### config.mk
export PLATFORM = sky130hd
export DESIGN_NAME = memory_to_stream_lanes
export DESIGN_NICKNAME = d
export VERILOG_FILES = /design/src/rtl/memory_to_stream_lanes.sv
export SDC_FILE = /design/constraint.sdc
export NUM_CORES = 1
export LEC_CHECK = 0
export CAP_MARGIN = 20
export CORE_MARGIN = 4
export CORE_UTILIZATION = 25
export DETAILED_ROUTE_END_ITERATION = 10
export SKIP_CTS_REPAIR_TIMING = 1
export SYNTH_ARGS = -nofsm -noshare
export SYNTH_HDL_FRONTEND = slang
export SYNTH_SLANG_ARGS = --single-unit
export TNS_END_PERCENT = 30
### constraint.sdc
create_clock -name clk -period 3.3 [get_ports clk]
set_clock_uncertainty 0.2 [all_clocks]
set_input_delay 0.66 -clock clk [delete_from_list [all_inputs] [get_ports clk]]
set_output_delay 0.66 -clock clk [all_outputs]
set_load 0.02 [all_outputs]
### src/rtl/memory_to_stream_lanes.sv
// memory_to_stream_lanes: captures a MEMORY_DEPTH-element vector in one
// handshake and replays it downstream as MEMORY_DEPTH/LANES beats of LANES
// elements each, honouring backpressure and flagging the last beat of an
// end-of-work vector on eow_o.
// Optional feature macro: M2S_LANES_DOUBLE_BUFFER_EN adds a shadow buffer so
// the next vector can be accepted while the current one streams out, removing
// the idle cycle between vectors.
module memory_to_stream_lanes #(
  parameter int DATA_WIDTH   = 16,
  parameter int MEMORY_DEPTH = 20,
  parameter int LANES        = 1
) (
  input  logic                        clk,
  input  logic                        rst,
  output logic                        rtr_o,
  input  logic                        rts_i,
  input  logic                        eow_i,
  input  logic [DATA_WIDTH-1:0]       data_i [MEMORY_DEPTH-1:0],
  input  logic                        rtr_i,
  output logic                        rts_o,
  output logic                        eow_o,
  output logic [LANES*DATA_WIDTH-1:0] data_o
);

  localparam int BEATS = MEMORY_DEPTH / LANES;
  localparam int CW    = (BEATS > 1) ? $clog2(BEATS) : 1;
  localparam int VW    = MEMORY_DEPTH * DATA_WIDTH;
  localparam int BW    = LANES * DATA_WIDTH;
  localparam logic [CW-1:0] LAST_B = CW'(BEATS - 1);

  generate
    if (MEMORY_DEPTH % LANES != 0) begin : g_lanes_chk
      $error("memory_to_stream_lanes: MEMORY_DEPTH must be a multiple of LANES");
    end
  endgenerate

  typedef enum logic {IDLE, SEND} state_t;

  state_t          state_q, state_d;
  logic [VW-1:0]   act_q, act_d;
  logic            act_eow_q, act_eow_d;
  logic [CW-1:0]   b_q, b_d;
  logic [VW-1:0]   data_flat;
  logic [VW-1:0]   act_shifted;
  logic            capture;
  logic            xfer;
  logic            last_beat;

`ifdef M2S_LANES_DOUBLE_BUFFER_EN
  logic [VW-1:0]   sh_q, sh_d;
  logic            sh_eow_q, sh_eow_d;
  logic            sh_vld_q, sh_vld_d;

  // Accept whenever the shadow slot is free, including while streaming.
  assign rtr_o = ~sh_vld_q & ~rst;
`else
  // Accept only between vectors.
  assign rtr_o = (state_q == IDLE) & ~rst;
`endif

  assign capture   = rts_i & rtr_o;
  assign rts_o     = (state_q == SEND);
  assign xfer      = rts_o & rtr_i;
  assign last_beat = (b_q == LAST_B);
  assign eow_o     = rts_o & act_eow_q & last_beat;

  // Flatten the element array so element 0 lands in the LSBs.
  always_comb begin
    data_flat = '0;
    for (int i = 0; i < MEMORY_DEPTH; i++) begin
      data_flat[i*DATA_WIDTH +: DATA_WIDTH] = data_i[i];
    end
  end

  // Select the current beat; outputs are zero whenever no beat is offered.
  always_comb begin
    act_shifted = act_q >> (int'(b_q) * BW);
    data_o      = rts_o ? act_shifted[BW-1:0] : '0;
  end

  // Next-state logic: capture, beat advance and vector hand-over.
  always_comb begin
    state_d   = state_q;
    act_d     = act_q;
    act_eow_d = act_eow_q;
    b_d       = b_q;
`ifdef M2S_LANES_DOUBLE_BUFFER_EN
    sh_d      = sh_q;
    sh_eow_d  = sh_eow_q;
    sh_vld_d  = sh_vld_q;
`endif
    case (state_q)
      IDLE: begin
        if (capture) begin
          state_d   = SEND;
          act_d     = data_flat;
          act_eow_d = eow_i;
          b_d       = '0;
        end
      end
      SEND: begin
        if (xfer) begin
          if (last_beat) begin
            b_d = '0;
`ifdef M2S_LANES_DOUBLE_BUFFER_EN
            if (sh_vld_q) begin
              act_d     = sh_q;
              act_eow_d = sh_eow_q;
              sh_vld_d  = 1'b0;
            end else if (capture) begin
              act_d     = data_flat;
              act_eow_d = eow_i;
            end else begin
              state_d = IDLE;
            end
`else
            state_d = IDLE;
`endif
          end else begin
            b_d = b_q + CW'(1);
          end
        end
`ifdef M2S_LANES_DOUBLE_BUFFER_EN
        // A capture that is not consumed directly by the active buffer parks
        // in the shadow until the current vector finishes.
        if (capture && !(xfer && last_beat)) begin
          sh_d     = data_flat;
          sh_eow_d = eow_i;
          sh_vld_d = 1'b1;
        end
`endif
      end
      default: state_d = IDLE;
    endcase
  end

  // State and buffer registers; reset discards any vector in flight.
  always_ff @(posedge clk) begin
    if (rst) begin
      state_q   <= IDLE;
      act_q     <= '0;
      act_eow_q <= 1'b0;
      b_q       <= '0;
`ifdef M2S_LANES_DOUBLE_BUFFER_EN
      sh_q      <= '0;
      sh_eow_q  <= 1'b0;
      sh_vld_q  <= 1'b0;
`endif
    end else begin
      state_q   <= state_d;
      act_q     <= act_d;
      act_eow_q <= act_eow_d;
      b_q       <= b_d;
`ifdef M2S_LANES_DOUBLE_BUFFER_EN
      sh_q      <= sh_d;
      sh_eow_q  <= sh_eow_d;
      sh_vld_q  <= sh_vld_d;
`endif
    end
  end

endmodule

-- Yosys cells after proc, flatten, opt, wreduce, memory -nomap -nowiden
Cells that the tools add are included.
- $add $sub $neg: 1
- multipliers: 0
- div/mod/pow operators: 0
- order comparisons: 0
- eq/ne operators: 3
- shifts and indexed selects: 1
- mux-type cells: 9
- bitwise gates (word level): 7
- reduce and logical (&&, ||, !) cells: 2
- operators with widths (kind ; number):
    right shift 320 x 9 -> 16 bit ; 1
    2-to-1 mux 16 bit ; 1
    2-to-1 mux 5 bit ; 3
    case mux 5 bit (2 select lines) ; 1
    adder 5 x 1 -> 5 bit, second input constant ; 1
    bitwise AND 1 bit ; 5
    equality test 5 bit, second input constant ; 1
    AND reduction 2 bit ; 2
    2-to-1 mux 1 bit ; 3
    != test 2 x 1 -> 1 bit, second input constant ; 1
    != test 2 bit, second input constant ; 1
    inverter 1 bit ; 2
    case mux 1 bit (2 select lines) ; 1
- register bits after elaboration: 327
- latch bits: 0
- RAM bits: 0
- bits in read-only memories: 0
- bits of input ports: 325
- output and inout bits: 19
- word-level logic and storage cells: 27
- memories: 0

-- Logic depth before layout (Yosys ltp)
Gate-level depths: netlist (run 1).
- word-level depth: 5
- mapped depth: 8

-- Worst setup path after synthesis (run 1)
Ideal clock, no wire load.
- path type: register to output
- from: register state_q (netlist: rts_o)
- to: output port data_o[10]
- data arrival time: 1.751 ns
- required time: 2.440 ns
- slack: 0.689 ns
- cell stages (with the launch flop): 6
- path buffers: 3
- cells stage by stage: dfxtp_1 buf_4 or3b_1 clkbuf_1 clkbuf_1 o221ai_1
- word-level cells in the longest chain between the ends: 1
- ends and longest elaborated chain (element ; RTL line ; RTL):
    start: declaration ; 39 ; state_t state_q, state_d;
    start signal: assignment ; 150 ; state_q <= state_d;
    2-to-1 mux 16 bit ; 78 ; data_o = rts_o ? act_shifted[BW-1:0] : '0;
    end: declaration ; 22 ; output logic [LANES*DATA_WIDTH-1:0] data_o
Every way passes these cells.

-- Final worst setup path (run 1)
- from: register b_q[0]
- to: output port data_o[7]
- word-level cells in the longest chain between the ends: 2
- ends and longest elaborated chain (element ; RTL line ; RTL):
    start: declaration ; 42 ; logic [CW-1:0] b_q, b_d;
    start signal: assignment ; 143 ; b_q <= '0;
    start signal: assignment ; 153 ; b_q <= b_d;
    right shift 320 x 9 -> 16 bit ; 77 ; act_shifted = act_q >> (int'(b_q) * BW);
    2-to-1 mux 16 bit ; 78 ;
Every way passes these cells.

==> impl_summary.md, run 1 <==
Global route
The number of antenna violations at the first check in global routing came to 6. Entering global routing, the biggest net connects roughly 130 pins. The overflow left after global routing is 0.

The global-route wire length before repair is 79,000 um. For this run, the total global-route usage over all layers was measured as 0.163. The via count of the first global-routing pass is 12,852.

Critical path
Traced cell by cell, the critical path runs through buf_12, buf_4, mux2i_1, a22oi_1, nand3_1, o221ai_1, buf_4. Counting both buffers and inverters, the worst setup path holds a total of 3. The critical path class is reg2out. The number of cells on the worst reg-to-reg path is 7. The data required time at the worst endpoint is between 2000 and 2500 ps. The worst reg2reg path endpoint is b_q[3]. STA classifies the critical path endpoint as an output pin. The signal arrival time at the worst endpoint is between 2000 and 2500 ps. The delay of the slowest cell on the worst path is 470 ps. The setup check on the worst reg-to-reg path leaves a slack of approximately 1200 ps. The reg-to-reg startpoint is b_q[0]. The cell type of the slowest stage on the worst timing path is sky130_fd_sc_hd__mux2i_1. The cell family contributing the most delay on the critical path is buffers and inverters. Of all nets on the critical path, the largest fanout is 11. STA classifies the critical path startpoint as a register. The dominant cell type by count on the critical path is sky130_fd_sc_hd__buf_4.

Finish
The area growth from synthesis to final layout is 37.6%. The utilization after layout is 0.351. The finished cells cover slightly above 20,000 sq um.

The net count of the finished layout is 2,286. In the final layout, the share of cells above drive strength 1 is 0.101.

Logic synthesis
The dominant synthesized flop cell is sky130_fd_sc_hd__dfxtp_1. The cell accounting for the most synthesized area is sky130_fd_sc_hd__dfxtp_1. By count the netlist is led by sky130_fd_sc_hd__dfxtp_1, sky130_fd_sc_hd__nand2_1, sky130_fd_sc_hd__nand2b_1.

The most frequent cell after synthesis is sky130_fd_sc_hd__dfxtp_1. Of all flip-flops after synthesis, the portion carrying an async set or reset was 0. The average instance in the mapped netlist occupies around 8.9 sq um.

Synthesis inferred roughly 330 register bits. Counting flops with a built-in enable in the synthesized netlist gives 0. The area fraction of the dominant cell type after synthesis is 0.442. After technology mapping, the gate count stands at approximately 1,700. In this run the cell area of the synthesized design comes to roughly 15,000 sq um. Sorting the synthesized cells by area gives the leading types as sky130_fd_sc_hd__dfxtp_1, sky130_fd_sc_hd__nand2b_1, sky130_fd_sc_hd__o21ai_1. The number of warnings issued by yosys is 0.

The proportion of synthesized chip area in sequential cells is 0.442. The number of nets in the synthesized netlist is 1,997. Yosys mapped the design onto 31 distinct sky130hd cell types.

STA
The timing-limited maximum frequency is between 300 and 400 MHz. In the finished design, the share of the clock period the worst path needs comes to 1.01. The final worst setup slack is -27.7 ps. The final hold violation count is 0. The count of final setup violators is 2. Measured against its own limit, the worst slew margin works out to 0.356.

The actual slew at the worst max-slew pin is between 900 and 1000 ps. Setup repair after global routing could not meet its margin everywhere. The worst hold-check slack is approximately 260 ps. The final max-slew violation count is 0. The final critical-path required period is 3330 ps. For the final routed database, the setup TNS stands at -40.4 ps.

Placement
The final estimated routing congestion in global placement is roughly 0.88. The placed instances occupy a cell area of 18,800 sq um. The worst-case setup slack after placement is 14.7 ps. The half-perimeter wire length after placement is slightly above 40,000 um. The number of buffers added on ports is roughly 340.

Clock tree
TritonCTS built the clock tree. Clock-pin slew was measured on the worst setup and hold paths at 60 ps. Clock tree synthesis inserted a total of 39 buffers. The clock net in this run drives a total of 327 sinks. The H-tree generated during clock tree synthesis spans 2 levels.

For the worst-skew pair, the clock arrives at the later sink with an insertion delay of 550 ps. CTS placed an instance of sky130_fd_sc_hd__clkbuf_16 at the clock tree root. The longest clock path from root to sink contains 3 buffers.

Drt
The pre-antenna-repair detailed-routing pass consisted of 7 iterations. In the routed design, unresolved DRC markers number 0. The total wire length after detailed routing is about 55,000 um. Using the TritonRoute via totals, the vias-per-cell ratio works out to between 4 and 5.

In this run the remaining antenna-violating nets after routing total 0. In the final routed layout, each cell accounts on average for between 15 and 20 um. After the first detailed-routing iteration, the DRC count stood at 872. Detailed routing inserted a total of 12,594 vias.

Run
The tool flagged a number of max-cap violations equal to 0.

Hold path
The worst hold-check path type is reg2reg. The sink of the worst hold path is act_q[69]. Counting instances, the worst hold path has a depth of 2.

The hold path startpoint is act_q[69].

Floorplanning
The die area is 63,200 sq um. In this run the horizontal extent of the chip is approximately 250 um. The area of the core region is just under 60,000 sq um.

In this run the vertical extent of the chip is about 250 um. The number of placement rows is just under 90. The number of top-level pins is about 340. The starting utilization of the core area is 0.255.

Pwr
The sequential share of power is 0.441. VDD sags by at most between 300 and 400 uV. The relative contribution of the clock network to total power is 0.426.

Of the total power, the share spent switching nets is 0.253. The analysis attributes to net switching a power of around 2.5 mW. The power per cell area is just under 500 nW/um^2. The share of power burned in combinational logic is 0.133. Cell internal power was estimated by the tool at roughly 7.4 mW.

The static power due to leakage is approximately 7 nW.

Outcome
The flow ran to the end, but the final reports show violations. The final reports fail on setup timing.
==> tightest hold or removal path: stages (launching register included) <==
cell and delay (ps):
sky130_fd_sc_hd__dfxtp_1 310, sky130_fd_sc_hd__nand2b_1 60, sky130_fd_sc_hd__o21ai_1 50
==> routing by layer <==
layer  GRT usage  wire length (um)
met1       0.209             23400
met2       0.262             25300
met3      0.0519              4610
met4      0.0517              1430
met5           0                85
==> power by group through the flow <==
stage | registers, mW | logic [mW] | clock network [mW]
after floorplan | 4.40 | 0.670 | 0
after global placement | 4.48 | 1.28 | 0
after detailed placement | 4.48 | 1.29 | 0
after CTS | 4.39 | 1.30 | 4.38
after global routing | 4.42 | 1.44 | 4.53
final | 4.39 | 1.33 | 4.24
==> metrics by stage <==
step	power, mW	instances
after CTS	10.1	2745
after global placement	5.75	2674
after floorplan	5.07	1671
after detailed placement	5.77	2674
after global routing	10.4	2756
final	9.96	2756
==> flip-flops by register name, indices dropped and copies added (netlist names) <==
signal,cells
act_q,320
b_q,5
act_eow_q,1
rts_o,1
==> layout by cell type (no fill, tap or decap), types with 3 or more instances in the layout <==
master and n:
sky130_fd_sc_hd__a22oi_1 33, sky130_fd_sc_hd__buf_12 12, sky130_fd_sc_hd__buf_2 3, sky130_fd_sc_hd__buf_4 33, sky130_fd_sc_hd__buf_6 7, sky130_fd_sc_hd__clkbuf_1 9, sky130_fd_sc_hd__clkbuf_16 43, sky130_fd_sc_hd__clkbuf_2 3
sky130_fd_sc_hd__clkbuf_8 7, sky130_fd_sc_hd__clkdlybuf4s50_1 325, sky130_fd_sc_hd__clkinv_2 5, sky130_fd_sc_hd__clkinv_4 4, sky130_fd_sc_hd__clkinvlp_4 3, sky130_fd_sc_hd__dfxtp_1 325, sky130_fd_sc_hd__inv_1 17, sky130_fd_sc_hd__mux2i_1 72
sky130_fd_sc_hd__mux2i_2 4, sky130_fd_sc_hd__mux2i_4 6, sky130_fd_sc_hd__mux4_2 48, sky130_fd_sc_hd__nand2_1 322, sky130_fd_sc_hd__nand2b_1 321, sky130_fd_sc_hd__nand3_1 14, sky130_fd_sc_hd__nor2_1 7, sky130_fd_sc_hd__o21ai_0 49
sky130_fd_sc_hd__o21ai_1 274, sky130_fd_sc_hd__o221ai_1 8, sky130_fd_sc_hd__o221ai_2 8, sky130_fd_sc_hd__xor2_1 3
==> worst max path at each step <==
stage / from / end / slack (ps) / cells after the start
after global routing: b_q[0] / data_o[7] / -60 / 7
after detailed placement: b_q[0] / data_o[5] / 10 / 7
after CTS: b_q[2] / data_o[5] / -600 / 6
after floorplan: rts_o / data_o[10] / 690 / 5
final: b_q[0] / data_o[7] / -30 / 7
after global placement: b_q[0] / data_o[1] / 20 / 5
==> logic make-up after synthesis <==
group | Yosys count | synth area share
simple gates | 676 | 0.230
buf+inv | 158 | 0.0600
flops | 327 | 0.442
fa+ha+maj | 1 | 0.000844
xor+xnor | 3 | 0.00177
mux | 130 | 0.128
compound gates | 376 | 0.137
==> final cells by class <==
| type | instances | area (sq um) |
|---|---|---|
| well taps | 765 | 957 |
| inverters | 17 | 63.8 |
| clock buffers | 56 | 1130 |
| diodes | 1 | 2.50 |
| flip-flops and latches | 327 | 6550 |
| clock inverters | 15 | 138 |
| multi-input cells | 1186 | 7560 |
| fillers | 6008 | 37700 |
| repair buffers | 389 | 3980 |
No activity file was read; power rests on OpenSTA's default activity.
==> inputs of run 2 (changes only) <==
--- a/config.mk
+++ b/config.mk
@@ -9,6 +9,7 @@
 export CORE_MARGIN = 4
 export CORE_UTILIZATION = 25
 export DETAILED_ROUTE_END_ITERATION = 10
+export RECOVER_POWER = 100
 export SKIP_CTS_REPAIR_TIMING = 1
 export SYNTH_ARGS = -nofsm -noshare
 export SYNTH_HDL_FRONTEND = slang
==> impl_summary.md, run 2 (synthesis gave the netlist of run 1 again) <==
Global route
The global-route usage over all layers is 0.163 (unchanged). The overflow left after global routing is 0 (unchanged). The pin count of the biggest net entering global routing is 128 (unchanged). The global-route wire length before repair is 79,000 um (unchanged). The number of antenna violations at the first check in global routing is 6 (unchanged). The via count of the first global-routing pass came to 12,852 (unchanged).

Critical path
The delay of the slowest cell on the worst path came to 470 ps (about the same). The register-to-register setup slack is 630 ps (was 1150 ps). The reg-to-reg startpoint was rts_o (was b_q[0]). The endpoint type of the worst setup path is an output pin (unchanged). The highest net fanout along the worst path is 11 (unchanged). Critical path cell sequence: buf_12, buf_4, mux2i_1, a22oi_1, nand3_1, o221ai_1, buf_4 (unchanged). The number of cells on the worst reg-to-reg path came to 6 (was 7). The data required time at the worst endpoint was 2440 ps (about the same). The dominant cell type by count on the critical path is sky130_fd_sc_hd__buf_4 (unchanged). The critical path class is reg2out (unchanged). The worst reg2reg path endpoint is act_q[11] (was b_q[3]). The nature of the critical path startpoint was a register (unchanged). The cell type of the slowest stage on the worst timing path was sky130_fd_sc_hd__mux2i_1 (unchanged). The signal arrival time at the worst endpoint is 2440 ps (was 2470 ps).

Floorplanning
The starting utilization of the core area was 0.255 (unchanged). The width of the chip is 251 um (unchanged). The number of top-level pins is 344 (unchanged). The number of placement rows is 88 (unchanged). The area of the core region is 58,100 sq um (unchanged). The die area came to 63,200 sq um (unchanged). The die outline height is 251 um (unchanged).

Drt
The number of DRC violations after detailed-routing iteration 0 was 802 (was 872). The total number of vias is 12,659 (was 12,594). The detail-routed net length per standard cell is 20.0 um (was 19.9 um). The total wire length after detailed routing is 55,100 um (was 54,900 um).

The remaining design rule violation count is 0 (unchanged). The first-pass iteration count of the detailed router is 5 (was 7). The number of nets with antenna violations after detailed routing is 0 (unchanged). The via density per instance is 4.59 (was 4.57).

Pwr
The largest vdd supply drop is 391 uV (was 390 uV). The static power due to leakage is 6.88 nW (was 6.98 nW). The power per cell area was 490 nW/um^2 (was 489 nW/um^2).

STA
The final max-slew violation count is 118 (was 0). The final hold violation count came to 0 (unchanged). The post-route clock period utilization is 1.00 (was 1.01). The actual slew at the worst max-slew pin is 1880 ps (was 967 ps). The final critical-path required period was 3300 ps (was 3330 ps). The normalized max-slew margin is -0.254 (was 0.356). The timing-limited maximum frequency is 303 MHz (was 301 MHz). The final setup TNS was -4.11 ps (was -40.4 ps). The count of final setup violators was 1 (was 2). Unrepaired setup endpoints after global routing: true (unchanged). The final worst setup slack is -4.11 ps (was -27.7 ps).

Placement
The number of buffers added on ports is 343 (unchanged). The cell count after placement is 2,674 (unchanged). The placed cell area is 18,800 sq um (unchanged). The worst-case setup slack after placement is 14.7 ps (unchanged). The final estimated routing congestion in global placement is 0.884 (unchanged). The half-perimeter wire length after placement is 40,400 um (unchanged).

Hold path
The sink of the worst hold path is act_q[235] (was act_q[69]). The hold path startpoint is act_q[235] (was act_q[69]). The worst hold-check path type is reg2reg (unchanged).

The worst hold path cell count is 2 (unchanged).

Finish
The net count of the finished layout is 2,286 (unchanged). The footprint of the multi-input gates is 7550 sq um (was 7560 sq um). The area growth from synthesis to final layout is 36.8% (was 37.6%). Registers with the most flip-flops: act_q x320, b_q x5 (unchanged). The register area is 6550 sq um (unchanged). The utilization after layout came to 0.349 (was 0.351).

The flip-flop count of the largest register, all copies and words added is 320 (unchanged). The number of fill cells in the layout is 6,021 (was 6,008). The most common cell after layout, fill and taps aside is sky130_fd_sc_hd__dfxtp_1. The share of final-layout standard cells stronger than drive strength 1 is 0.101 (about the same). The final cell count without fillers is 2,756 (unchanged). The register name with the most flops is act_q (unchanged). The summed area of non-filler cells in the final layout is 20,300 sq um (was 20,400 sq um). Most frequent cells in the layout: sky130_fd_sc_hd__dfxtp_1, sky130_fd_sc_hd__nand2_1, sky130_fd_sc_hd__clkdlybuf4s50_1, sky130_fd_sc_hd__nand2b_1, sky130_fd_sc_hd__o21ai_0 (was sky130_fd_sc_hd__dfxtp_1, sky130_fd_sc_hd__clkdlybuf4s50_1, sky130_fd_sc_hd__nand2_1, sky130_fd_sc_hd__nand2b_1, sky130_fd_sc_hd__o21ai_1).

Clock tree
The H-tree depth is 2 (unchanged). The count of clock tree sinks is 327 (unchanged). The number of buffers created by CTS is 39 (unchanged). The clock transition time at the flip-flop clock pins of the worst setup and hold paths is 60 ps (about the same). The buffer depth of the longest clock path is 3 (unchanged).

The root buffer cell is sky130_fd_sc_hd__clkbuf_16 (unchanged). The later-pin clock latency in the skew report was 550 ps (about the same). The CTS tree was done (unchanged).

Outcome
Failing checks: capacitance limit, slew limit, setup timing (was setup timing). Run status: finished with violations (unchanged).

Run
The number of max-cap violations is 1 (was 0).
==> run 2: cell types whose count changed in the layout (fill, tap and decap cells not counted), sizes merged <==
cell	before	now
clkdlybuf4s50	325	322
buf	57	50
dlygate4sd3	0	3
clkbuf	62	69
==> run 2: final cells by class <==
cell class,count,area share
Multi-Input combinational cell,1186,0.373
Sequential cell,327,0.323
Timing Repair Buffer,389,0.191
Clock buffer,56,0.0558
Tap cell,765,0.0472
Clock inverter,15,0.00679
Inverter,17,0.00315
Antenna cell,1,0.000124
==> run 2: how the worst max path moves through the flow <==
stage | slack, ps | to | from | cells after the start
after floorplan | 690 | data_o[10] | rts_o | 5
after global placement | 20 | data_o[1] | b_q[0] | 5
after detailed placement | 10 | data_o[5] | b_q[0] | 7
after CTS | -600 | data_o[5] | b_q[2] | 6
after global routing | -60 | data_o[7] | b_q[0] | 7
final | -4 | data_o[7] | b_q[0] | 7
==> run 2: worst max-delay path: cells and delay by family (launching register included) <==
kind,cells,cell delay (ps)
AND/OR/NAND/NOR,1,170
flip-flops,1,400
multiplexers,1,470
AO/OA/AOI/OAI,2,330
buffers and inverters,3,530
==> run 2: metrics by stage <==
step           hold WS [ps]  power [mW]
2_1_floorplan           239        5.07
5_1_grt                 283        10.3
4_1_cts                 264        10.1
6_report                268        9.92
3_3_place_gp            249        5.75
3_5_place_dp            253        5.77
==> run 2: per-layer routing <==
layer  global-route usage  vias to the layer above  share of wire
met5                    0                        -         0.0015
met4               0.0517                       10          0.026
met3               0.0519                       86          0.086
met2                0.262                      415           0.46
met1                0.209                     5939           0.42
li1                     -                     6209              -
==> run 2: report_power, final <==
group          internal (mW)  switching (mW)
clock network           2.48            1.77
logic                  0.706           0.571
registers               4.22           0.172
total                   7.41            2.51
==> inputs of run 3 (changes only) <==
--- a/config.mk
+++ b/config.mk
@@ -6,9 +6,12 @@
 export NUM_CORES = 1
 export LEC_CHECK = 0
 export CAP_MARGIN = 20
+export CELL_PAD_IN_SITES_DETAIL_PLACEMENT = 1
+export CELL_PAD_IN_SITES_GLOBAL_PLACEMENT = 2
 export CORE_MARGIN = 4
 export CORE_UTILIZATION = 25
 export DETAILED_ROUTE_END_ITERATION = 10
+export PLACE_DENSITY_LB_ADDON = 0.1
 export RECOVER_POWER = 100
 export SKIP_CTS_REPAIR_TIMING = 1
 export SYNTH_ARGS = -nofsm -noshare
==> impl_summary.md, run 3 (synthesis gave the netlist of run 1 again) <==
Outcome
Run status: finished with violations (unchanged). Failing checks: setup timing (was capacitance limit, slew limit, setup timing).

Finish
Most frequent cells in the layout: sky130_fd_sc_hd__dfxtp_1, sky130_fd_sc_hd__clkdlybuf4s50_1, sky130_fd_sc_hd__nand2_1, sky130_fd_sc_hd__nand2b_1, sky130_fd_sc_hd__o21ai_1 (was sky130_fd_sc_hd__dfxtp_1, sky130_fd_sc_hd__nand2_1, sky130_fd_sc_hd__clkdlybuf4s50_1, sky130_fd_sc_hd__nand2b_1, sky130_fd_sc_hd__o21ai_0). The register name with the most flops was act_q (unchanged). The summed area of non-filler cells in the final layout is 20,900 sq um (was 20,300 sq um).

The net count of the finished layout is 2,313 (was 2,286). The area growth from synthesis to final layout is 40.9% (was 36.8%). Registers with the most flip-flops: act_q x320, b_q x5 (unchanged). The share of final-layout standard cells stronger than drive strength 1 was 0.125 (was 0.101). The flip-flop count of the largest register, all copies and words added is 320 (unchanged). The most common cell after layout, fill and taps aside is sky130_fd_sc_hd__dfxtp_1 (unchanged). The number of fill cells in the layout was 6,655 (was 6,021).

Placement
The half-perimeter wire length after placement is 43,300 um (was 40,400 um). The number of buffers added on ports came to 343 (unchanged). The final estimated routing congestion in global placement is 0.783 (was 0.884). The placed cell area is 18,900 sq um (was 18,800 sq um).

Global route
The number of antenna violations at the first check in global routing is 6 (unchanged). The via count of the first global-routing pass came to 13,704 (was 12,852). The pin count of the biggest net entering global routing is 232 (was 128). The global-route wire length before repair is 87,000 um (was 79,000 um). The overflow left after global routing is 0 (unchanged).

The global-route usage over all layers is 0.180 (was 0.163).

Critical path
The number of cells on the worst reg-to-reg path came to 7 (was 6). The highest net fanout along the worst path is 8 (was 11). The worst reg2reg path endpoint is b_q[2] (was act_q[11]). Critical path cell sequence: clkbuf_16, buf_4, mux4_2, mux2i_1, o221ai_2, buf_6 (was buf_12, buf_4, mux2i_1, a22oi_1, nand3_1, o221ai_1, buf_4). The reg-to-reg startpoint is b_q[0] (was rts_o). The endpoint type of the worst setup path is an output pin (unchanged). The register-to-register setup slack came to 1200 ps (was 630 ps). The top cell family by delay on the critical path is multiplexers (was buffers and inverters). The signal arrival time at the worst endpoint is 2450 ps (was 2440 ps). The nature of the critical path startpoint is a register (unchanged). The count of buffer and inverter cells on the critical path was 3 (unchanged). The cell type of the slowest stage on the worst timing path is sky130_fd_sc_hd__mux4_2 (was sky130_fd_sc_hd__mux2i_1). The critical path class is reg2out (unchanged). The data required time at the worst endpoint is 2440 ps (about the same). The delay of the slowest cell on the worst path was 540 ps (was 470 ps).

STA
The final hold violation count is 0 (unchanged). The normalized max-slew margin is 0.414 (was -0.254). The final max-slew violation count came to 0 (was 118). The final worst setup slack is -14.2 ps (was -4.11 ps).

Unrepaired setup endpoints after global routing: true (unchanged). The timing-limited maximum frequency was 302 MHz (was 303 MHz). The worst hold-check slack is 261 ps (was 268 ps). The final critical-path required period is 3310 ps (was 3300 ps). The count of final setup violators is 7 (was 1).

The post-route clock period utilization came to 1.00 (about the same). The actual slew at the worst max-slew pin was 880 ps (was 1880 ps).

Pwr
The static power due to leakage is 7.16 nW (was 6.88 nW). The largest vdd supply drop is 317 uV (was 391 uV). The power per cell area is 490 nW/um^2 (about the same).

Clock tree
The root buffer cell was sky130_fd_sc_hd__clkbuf_16 (unchanged). The later-pin clock latency in the skew report came to 550 ps (about the same). The clock transition time at the flip-flop clock pins of the worst setup and hold paths was 60 ps (about the same). The CTS tree is done (unchanged). The buffer depth of the longest clock path came to 3 (unchanged). The H-tree depth came to 2 (unchanged). The number of buffers created by CTS is 42 (was 39).

The count of clock tree sinks came to 327 (unchanged).

Drt
The number of nets with antenna violations after detailed routing is 0 (unchanged). The remaining design rule violation count came to 0 (unchanged). The via density per instance is 4.55 (was 4.59). The first-pass iteration count of the detailed router was 4 (was 5). The detail-routed net length per standard cell is 21.4 um (was 20.0 um). The total number of vias was 12,659 (unchanged). The number of DRC violations after detailed-routing iteration 0 is 653 (was 802). The total wire length after detailed routing is 59,400 um (was 55,100 um).

Floorplanning
The number of placement rows was 88 (unchanged). The starting utilization of the core area is 0.255 (unchanged). The number of top-level pins is 344 (unchanged). The die area is 63,200 sq um (unchanged). The width of the chip is 251 um (unchanged). The die outline height is 251 um (unchanged). The area of the core region was 58,100 sq um (unchanged).

Hold path
The hold path startpoint is act_q[50] (was act_q[235]). The sink of the worst hold path was act_q[50] (was act_q[235]). The worst hold path cell count came to 2 (unchanged). The worst hold-check path type is reg2reg (unchanged).

Run
The number of max-cap violations came to 0 (was 1).
-- run 3: cell count changes in the layout (fill, tap and decap cells not counted), moves of 6 or more --
cell / change
sky130_fd_sc_hd__clkbuf_2: -8
sky130_fd_sc_hd__o21ai_0: -255
sky130_fd_sc_hd__buf_4: +23
sky130_fd_sc_hd__clkbuf_1: +6
sky130_fd_sc_hd__buf_12: +11
sky130_fd_sc_hd__o21ai_1: +255
sky130_fd_sc_hd__nand3_1: -6
sky130_fd_sc_hd__mux2i_2: +13
sky130_fd_sc_hd__mux2i_1: -15
sky130_fd_sc_hd__nand3_2: +6
-- run 3: final cells by class --
type / count / area, sq um / share of cell area
repair buffers: 413 / 4250 / 0.204
diodes: 1 / 2.50 / 0.000120
multi-input cells: 1186 / 7740 / 0.371
clock inverters: 7 / 67.6 / 0.00324
flip-flops and latches: 327 / 6550 / 0.314
well taps: 765 / 957 / 0.0458
clock buffers: 66 / 1240 / 0.0595
inverters: 17 / 63.8 / 0.00306
-- run 3: metrics by stage --
stage	util	cells	TNS [ps]	setup slack, ps	power [mW]
final	0.359	2782	-52.9	-14.2	10.2
after floorplan	-	1671	0	689	5.07
after CTS	0.348	2758	-8960	-714	10.3
after global placement	0.325	2685	-124	-82.4	5.81
after global routing	0.359	2781	-1340	-113	10.7
after detailed placement	0.325	2685	-145	-82.3	5.82
-- run 3: worst max-delay path by stage --
stage                     cells past startpoint  slack (ps)  startpoint    endpoint
final                                         6         -10      b_q[0]   data_o[6]
after detailed placement                      6         -80      b_q[0]   data_o[6]
after global routing                          7        -110      b_q[0]  data_o[13]
after global placement                        6         -80      b_q[0]   data_o[4]
after floorplan                               5         690       rts_o  data_o[10]
after CTS                                     6        -710      b_q[0]   data_o[6]
-- run 3: worst min-delay path, cell delays in order (launching register included) --
cell and delay, ps:
sky130_fd_sc_hd__dfxtp_1 300, sky130_fd_sc_hd__nand2b_1 60, sky130_fd_sc_hd__o21ai_1 50
-- run 3: where the power goes --
group	internal (mW)	leakage (nW)	switching (mW)
logic	0.777	3.82	0.621
registers	4.23	2.69	0.182
clock network	2.65	0.644	1.77
-- run 3: routing by layer --
| layer | part of all wire | up-vias | global-route usage |
|---|---|---|---|
| li1 | - | 6255 | - |
| met5 | 0.0011 | - | 0 |
| met4 | 0.014 | 10 | 0.0358 |
| met1 | 0.44 | 6095 | 0.231 |
| met3 | 0.047 | 63 | 0.0407 |
| met2 | 0.50 | 236 | 0.314 |
